===== config.mk =====
export PLATFORM = sky130hd
export DESIGN_NAME = pulse_conditioner
export DESIGN_NICKNAME = d
export VERILOG_FILES = /design/src/rtl/pulse_conditioner.sv
export SDC_FILE = /design/constraint.sdc
export NUM_CORES = 1
export LEC_CHECK = 0
export ABC_AREA = 1
export BUFFER_PORTS_ARGS = -buffer_cell sky130_fd_sc_hd__clkbuf_2
export CAP_MARGIN = 20
export CORE_UTILIZATION = 54
export DETAILED_ROUTE_END_ITERATION = 8
export GPL_ROUTABILITY_DRIVEN = 0
export MAX_ROUTING_LAYER = met4
export PLACE_DENSITY = 0.78
export SYNTH_ARGS = -nofsm -noshare
export SYNTH_HDL_FRONTEND = slang
export SYNTH_SLANG_ARGS = --single-unit

===== constraint.sdc =====
create_clock -name clk -period 1.2 [get_ports clk]
set_input_delay 0.12 -clock clk [delete_from_list [all_inputs] [get_ports clk]]
set_output_delay 0.12 -clock clk [all_outputs]
set_load 0.01 [all_outputs]

===== src/rtl/pulse_conditioner.sv =====
// Detector-line front end: sync, rising-edge to PULSE_WIDTH-cycle pulse, per-channel dead time, sticky pile-up flags.
// Latency: pulse_out rises SYNC_STAGES+1 edges after pulse_in is first sampled high (+1 with GLITCH_FILTER_EN).
// Backpressure: none; edges arriving during ACTIVE/DEAD are dropped and flagged in pileup.
module pulse_conditioner #(
    parameter int NUM_INPUTS  = 8,
    parameter int SYNC_STAGES = 2,
    parameter int PULSE_WIDTH = 1,
    parameter int DEAD_TIME   = 4
) (
    input  logic                  clk,
    input  logic                  reset_n,
    input  logic [NUM_INPUTS-1:0] pulse_in,
    input  logic                  enable,
    input  logic [NUM_INPUTS-1:0] mask,
    input  logic                  clear_pileup,
    output logic [NUM_INPUTS-1:0] pulse_out,
    output logic [NUM_INPUTS-1:0] pileup
);

    localparam int WW = $clog2(PULSE_WIDTH + 1);
    localparam int DW = (DEAD_TIME > 0) ? $clog2(DEAD_TIME + 1) : 1;
    localparam logic [WW-1:0] W_ONE  = WW'(1);
    localparam logic [WW-1:0] W_LAST = WW'(PULSE_WIDTH);
    localparam logic [DW-1:0] D_ONE  = DW'(1);
    localparam logic [DW-1:0] D_LAST = DW'(DEAD_TIME);

    typedef enum logic [1:0] {
        IDLE   = 2'd0,
        ACTIVE = 2'd1,
        DEAD   = 2'd2
    } state_e;

    logic [SYNC_STAGES-1:0][NUM_INPUTS-1:0] sync_q;
    logic [NUM_INPUTS-1:0] prev_q;
    logic [NUM_INPUTS-1:0] sync_last;
    logic [NUM_INPUTS-1:0] rise;
    logic [NUM_INPUTS-1:0] live;

    state_e        state_q [NUM_INPUTS];
    state_e        state_d [NUM_INPUTS];
    logic [WW-1:0] wcnt_q  [NUM_INPUTS];
    logic [WW-1:0] wcnt_d  [NUM_INPUTS];
    logic [DW-1:0] dcnt_q  [NUM_INPUTS];
    logic [DW-1:0] dcnt_d  [NUM_INPUTS];
    logic [NUM_INPUTS-1:0] pileup_q;
    logic [NUM_INPUTS-1:0] pileup_d;
    logic [NUM_INPUTS-1:0] pile_set;

    // The sync chain ignores enable/mask so a line held high across release yields no edge.
    always_ff @(posedge clk) begin
        if (!reset_n) begin
            sync_q <= '0;
            prev_q <= '0;
        end else begin
            sync_q <= {sync_q[SYNC_STAGES-2:0], pulse_in};
            prev_q <= sync_q[SYNC_STAGES-1];
        end
    end

    assign sync_last = sync_q[SYNC_STAGES-1];
    assign live      = {NUM_INPUTS{enable}} & ~mask;

`ifdef GLITCH_FILTER_EN
    logic [NUM_INPUTS-1:0] prev2_q;

    always_ff @(posedge clk) begin
        if (!reset_n) begin
            prev2_q <= '0;
        end else begin
            prev2_q <= prev_q;
        end
    end

    // Two consecutive high samples are needed before an edge counts.
    assign rise = sync_last & prev_q & ~prev2_q;
`else
    assign rise = sync_last & ~prev_q;
`endif

    always_ff @(posedge clk) begin
        if (!reset_n) begin
            for (int i = 0; i < NUM_INPUTS; i++) begin
                state_q[i] <= IDLE;
                wcnt_q[i]  <= '0;
                dcnt_q[i]  <= '0;
            end
            pileup_q <= '0;
        end else begin
            for (int i = 0; i < NUM_INPUTS; i++) begin
                state_q[i] <= state_d[i];
                wcnt_q[i]  <= wcnt_d[i];
                dcnt_q[i]  <= dcnt_d[i];
            end
            pileup_q <= pileup_d;
        end
    end

    always_comb begin
        pile_set = '0;
        for (int i = 0; i < NUM_INPUTS; i++) begin
            state_d[i]  = state_q[i];
            wcnt_d[i]   = wcnt_q[i];
            dcnt_d[i]   = dcnt_q[i];
            pile_set[i] = live[i] & rise[i] & (state_q[i] != IDLE);
            if (!live[i]) begin
                state_d[i] = IDLE;
                wcnt_d[i]  = '0;
                dcnt_d[i]  = '0;
            end else begin
                case (state_q[i])
                    IDLE: begin
                        if (rise[i]) begin
                            state_d[i] = ACTIVE;
                            wcnt_d[i]  = W_ONE;
                        end
                    end
                    ACTIVE: begin
                        if (wcnt_q[i] == W_LAST) begin
                            wcnt_d[i] = '0;
                            if (DEAD_TIME > 0) begin
                                state_d[i] = DEAD;
                                dcnt_d[i]  = D_ONE;
                            end else begin
                                state_d[i] = IDLE;
                            end
                        end else begin
                            wcnt_d[i] = wcnt_q[i] + W_ONE;
                        end
                    end
                    DEAD: begin
                        if (dcnt_q[i] == D_LAST) begin
                            state_d[i] = IDLE;
                            dcnt_d[i]  = '0;
                        end else begin
                            dcnt_d[i] = dcnt_q[i] + D_ONE;
                        end
                    end
                    default: begin
                        state_d[i] = IDLE;
                        wcnt_d[i]  = '0;
                        dcnt_d[i]  = '0;
                    end
                endcase
            end
        end
        // A new pile-up event outranks a simultaneous clear.
        pileup_d = pile_set | (pileup_q & ~{NUM_INPUTS{clear_pileup}});
    end

    always_comb begin
        pulse_out = '0;
        for (int i = 0; i < NUM_INPUTS; i++) begin
            pulse_out[i] = (state_q[i] == ACTIVE);
        end
        pileup = pileup_q;
    end

endmodule


-- Yosys cells after proc, flatten, opt, wreduce, memory -nomap -nowiden
Memory sizes are Yosys's and may differ from the RTL's.
Cells that the tools add are included.
- memories: 3
- flip-flop bits (word level): 32
- output and inout port bits: 16
- input bits: 20
- bits in writable memories: 48
- memory list (name ; words ; bits a word ; read ports ; clocked after Yosys merged registers in ; write ports ; RTL line ; RTL):
    dcnt_q ; 8 ; 3 ; 8 ; 0 ; 8 ; 43 ; logic [DW-1:0] dcnt_q [NUM_INPUTS];
    state_q ; 8 ; 2 ; 8 ; 0 ; 8 ; 39 ; state_e state_q [NUM_INPUTS];
    wcnt_q ; 8 ; 1 ; 8 ; 0 ; 8 ; 41 ; logic [WW-1:0] wcnt_q [NUM_INPUTS];
- bitwise gates (word level): 47
- reductions and logical operators: 16
- $add $sub $neg: 16
- equality and inequality tests: 24
- muxes and demuxes: 130
- operators by type and width (cell ; count):
    two-way mux 3 bit ; 32
    two-way mux 2 bit ; 40
    case mux 3 bit (3 select lines) ; 8
    case mux 2 bit (3 select lines) ; 8
    two-way mux 1 bit ; 34
    adder 3 x 1 -> 3 bit (second input constant) ; 8
    bitwise AND 8 bit ; 3
    equality test 3 bit (second input constant) ; 8
    inverter 8 bit ; 3
    bitwise OR 1 bit ; 24
    case mux 1 bit (3 select lines) ; 8
    bitwise AND 1 bit ; 16
    equality test 2 x 1 -> 1 bit (second input constant) ; 8
    equality test 2 bit (second input constant) ; 8
    logical NOT 2 bit ; 8
    nonzero test 2 bit ; 8
    adder 1 bit (second input constant) ; 8
    bitwise OR 8 bit ; 1

-- Longest topological paths before layout
- depth after elaboration: 6
- depth in mapped cells: 9
- mapped depth without buffers: 9

-- Least setup slack after synthesis
OpenSTA, ideal clock, no wires.
- path type: register -> register
- start point: mem state_q[1][3] (netlist bit)
- end point: mem dcnt_q[1][5] (netlist bit)
- buffers on the path: 0
- arrival time: 1.114 ns
- slack: -0.025 ns
- stages on the path, launching flop included: 9
- period minus slack after synthesis: 1.225 ns
- path through: dfxtp_1 > inv_1 > ha_1 > nand2_1 > nand2_1 > inv_1 > o21ai_0 > nand2_1 > nor2_1
- RTL lines (what ; RTL line):
    start, declared ; 39
    end, declared ; 43

==> reports/summary.txt <==
GRT Overall Usage - 0.251
Most frequent cells in the layout - nand2_1, inv_1, dfxtp_1, buf_4, nor2_1
Die area - 8540 um2
GR Util met3 - 0.0550
Setup TNS - -0.755 ns
Final Cycle Share - 1.10
Final setup fails - 17
Crit end category - flop
Worst min path class - in -> reg
Yosys reg bits - 80
H-Tree Depth - 3
FMAX - 758 MHz
Syn Inst Count - 626
Status - finished, violations left
Drt wl/cell - 14.8 um
Total CTS buffers - 9
Gr ovfl total - 0
Failing checks - negative setup slack
Crit path time final - 1.32 ns
GRT met2 Usage - 0.457
CTS tree - yes
Clock buffer depth - 2
Global-route wire length before repair - 16700 um
Most common cell after layout, fill and taps aside - nand2_1
Antenna violations before repair - 0
Worst Skew - 0.0156 ns
Vias in the first global route - 3989
Pins over their slew limit - 0
WS Path Type - reg -> reg
Pwr Density - 830 nW/um2
Cell Count, Final, Fillers Out - 844
Buffers on Ports - 35
Layout cells sized above 1 - 0.414
Register Area - 1660 um2
Area growth, synth to finish - 41.9%
Max-slew headroom - 0.802
Clk Latency, worst-skew pair - 0.35 ns
Final WL - 12500 um
Worst-path clk slew - 0.09 ns
# IOs - 36
Cell area after synthesis - 4410 um2
Pre-CTS setup slack - -0.0808 ns
Residual DRC - 0
Cell area after layout - 6260 um2
Clock root buffer - clkbuf_8
Final hold vios - 0
# fillers - 478
Starting utilization of the core area - 0.565
Avg Inst Size Synth - 7.05 um2
WP data required - 1.45 ns
Die Ht - 92.4 um
GRT busiest layer - met2
Pin count of the biggest net entering global routing - 20
DR pass1 iterations - 5
Critical path fanouts, max - 5
Placed cell count - 807
Max Cap Violations - 0
Yosys warns - 0
Via count - 4358
Nets - 810
Leak - 0.00280 uW
Core area - 7810 um2
Multi-input gate area - 2920 um2
Clock Sinks - 80
Horiz. Die Dim - 92.4 um
Dpl cell area - 5050 um2
Peak supply drop - 0.663 mV
Critical path arrival - 1.56 ns
Hold WS - 0.0260 ns
PnR worst setup slack - -0.119 ns
Post-synth net total - 699
RSZ-0062 raised after global routing - yes
GRT met1 Usage - 0.264
Std-Cell Rows - 32
Synth cell types - 24
Register area share after synthesis - 0.363
Final HPWL DP - 6730 um
ANT cells - 0
Tightest Pin Transition - 0.294 ns
Drt via density - 5.16
Post-route ant nets - 0
Startpoint Class - flop
Iteration-0 DRC Markers - 158
worst paths after layout:
| check | cells after the start | slack [ns] | from | endpoint |
|---|---|---|---|---|
| setup / recovery | 7 | -0.12 | state_q[0][3] | dcnt_q[0][5] |
| hold reg to reg | 2 | 0.41 | sync_q[0] | sync_last[0] |
| hold / removal | 3 | 0.03 | pulse_in[0] | sync_q[0] |
| setup reg to reg | 7 | -0.12 | state_q[0][3] | dcnt_q[0][5] |
logic make-up (layout without fill, tap and decap cells):
logic type                 count (synthesis)  in the layout  share of synthesized area
adders and majority gates                 53             53                      0.150
and+or+nand+nor                          297            297                      0.291
AOI/OAI and AO/OA                         54             54                     0.0697
buffers and inverters                    142            258                      0.126
DFF                                       80             80                      0.363
repair_timing:
item,CTS,global route
setup endpoints to repair,46,53
setup buffers,10,8
gates resized for setup,81,182
hold endpoints to repair,7,0
hold buffers,7,0
pin swaps,8,45
power breakdown:
part,leakage [uW],internal [uW],switching [uW],total (uW)
clock,0.0000951,858,1020,1880
sequential,0.000666,2680,27.8,2710
combinational,0.00203,250,359,609
worst max-delay path, cell delays in order (launching register included):
cell	delay [ns]
dfxtp_2	0.36
inv_4	0.05
ha_4	0.16
buf_6	0.13
nand2_8	0.07
nand2_4	0.08
o21ai_0	0.28
nor2_1	0.07
per-layer routing:
metal,up-vias,part of all wire
li1,2111,-
met1,2054,0.40
met2,141,0.52
met3,52,0.040
met4,0,0.039
met5,-,0
registers in the layout, indices dropped and copies added, names as in the netlist:
| register | flops |
|---|---|
| prev_q | 8 |
| wcnt_q | 8 |
| sync_last | 8 |
| state_q | 16 |
| sync_q | 8 |
| dcnt_q | 24 |
| pileup | 8 |
cell usage after synthesis:
cell,instances,area [um2]
nand2_4,1,11.3
dfxtp_1,80,1600
o31ai_1,2,15.0
a21oi_1,26,130
nand2_2,12,75.1
o21ai_1,1,5.00
nor2_2,1,6.26
nor2_1,51,191
and2_1,4,25.0
buf_4,2,15.0
inv_2,10,37.5
nand4_1,11,68.8
ha_1,53,663
inv_4,1,6.26
nand3_1,24,120
a21oi_2,4,35.0
o21ai_0,14,70.1
nand2_1,185,694
buf_6,2,22.5
o21bai_1,1,7.51
nor2_4,8,90.1
inv_1,127,477
o21a_1,3,22.5
o211ai_1,3,22.5
through the flow:
step,utilization,power [uW]
final,0.802,5200
after global routing,0.802,5400
after CTS,0.713,5080
after detailed placement,0.647,3210
after global placement,0.647,3190
after floorplan,-,3060
layout make-up:
class / instances / share of cell area
Tap cell: 102 / 0.0204
Clock inverter: 5 / 0.00499
Sequential cell: 80 / 0.264
Inverter: 138 / 0.0887
Clock buffer: 11 / 0.0242
Timing Repair Buffer: 104 / 0.131
Multi-Input combinational cell: 404 / 0.466
Power figures use the tool's default switching activity.
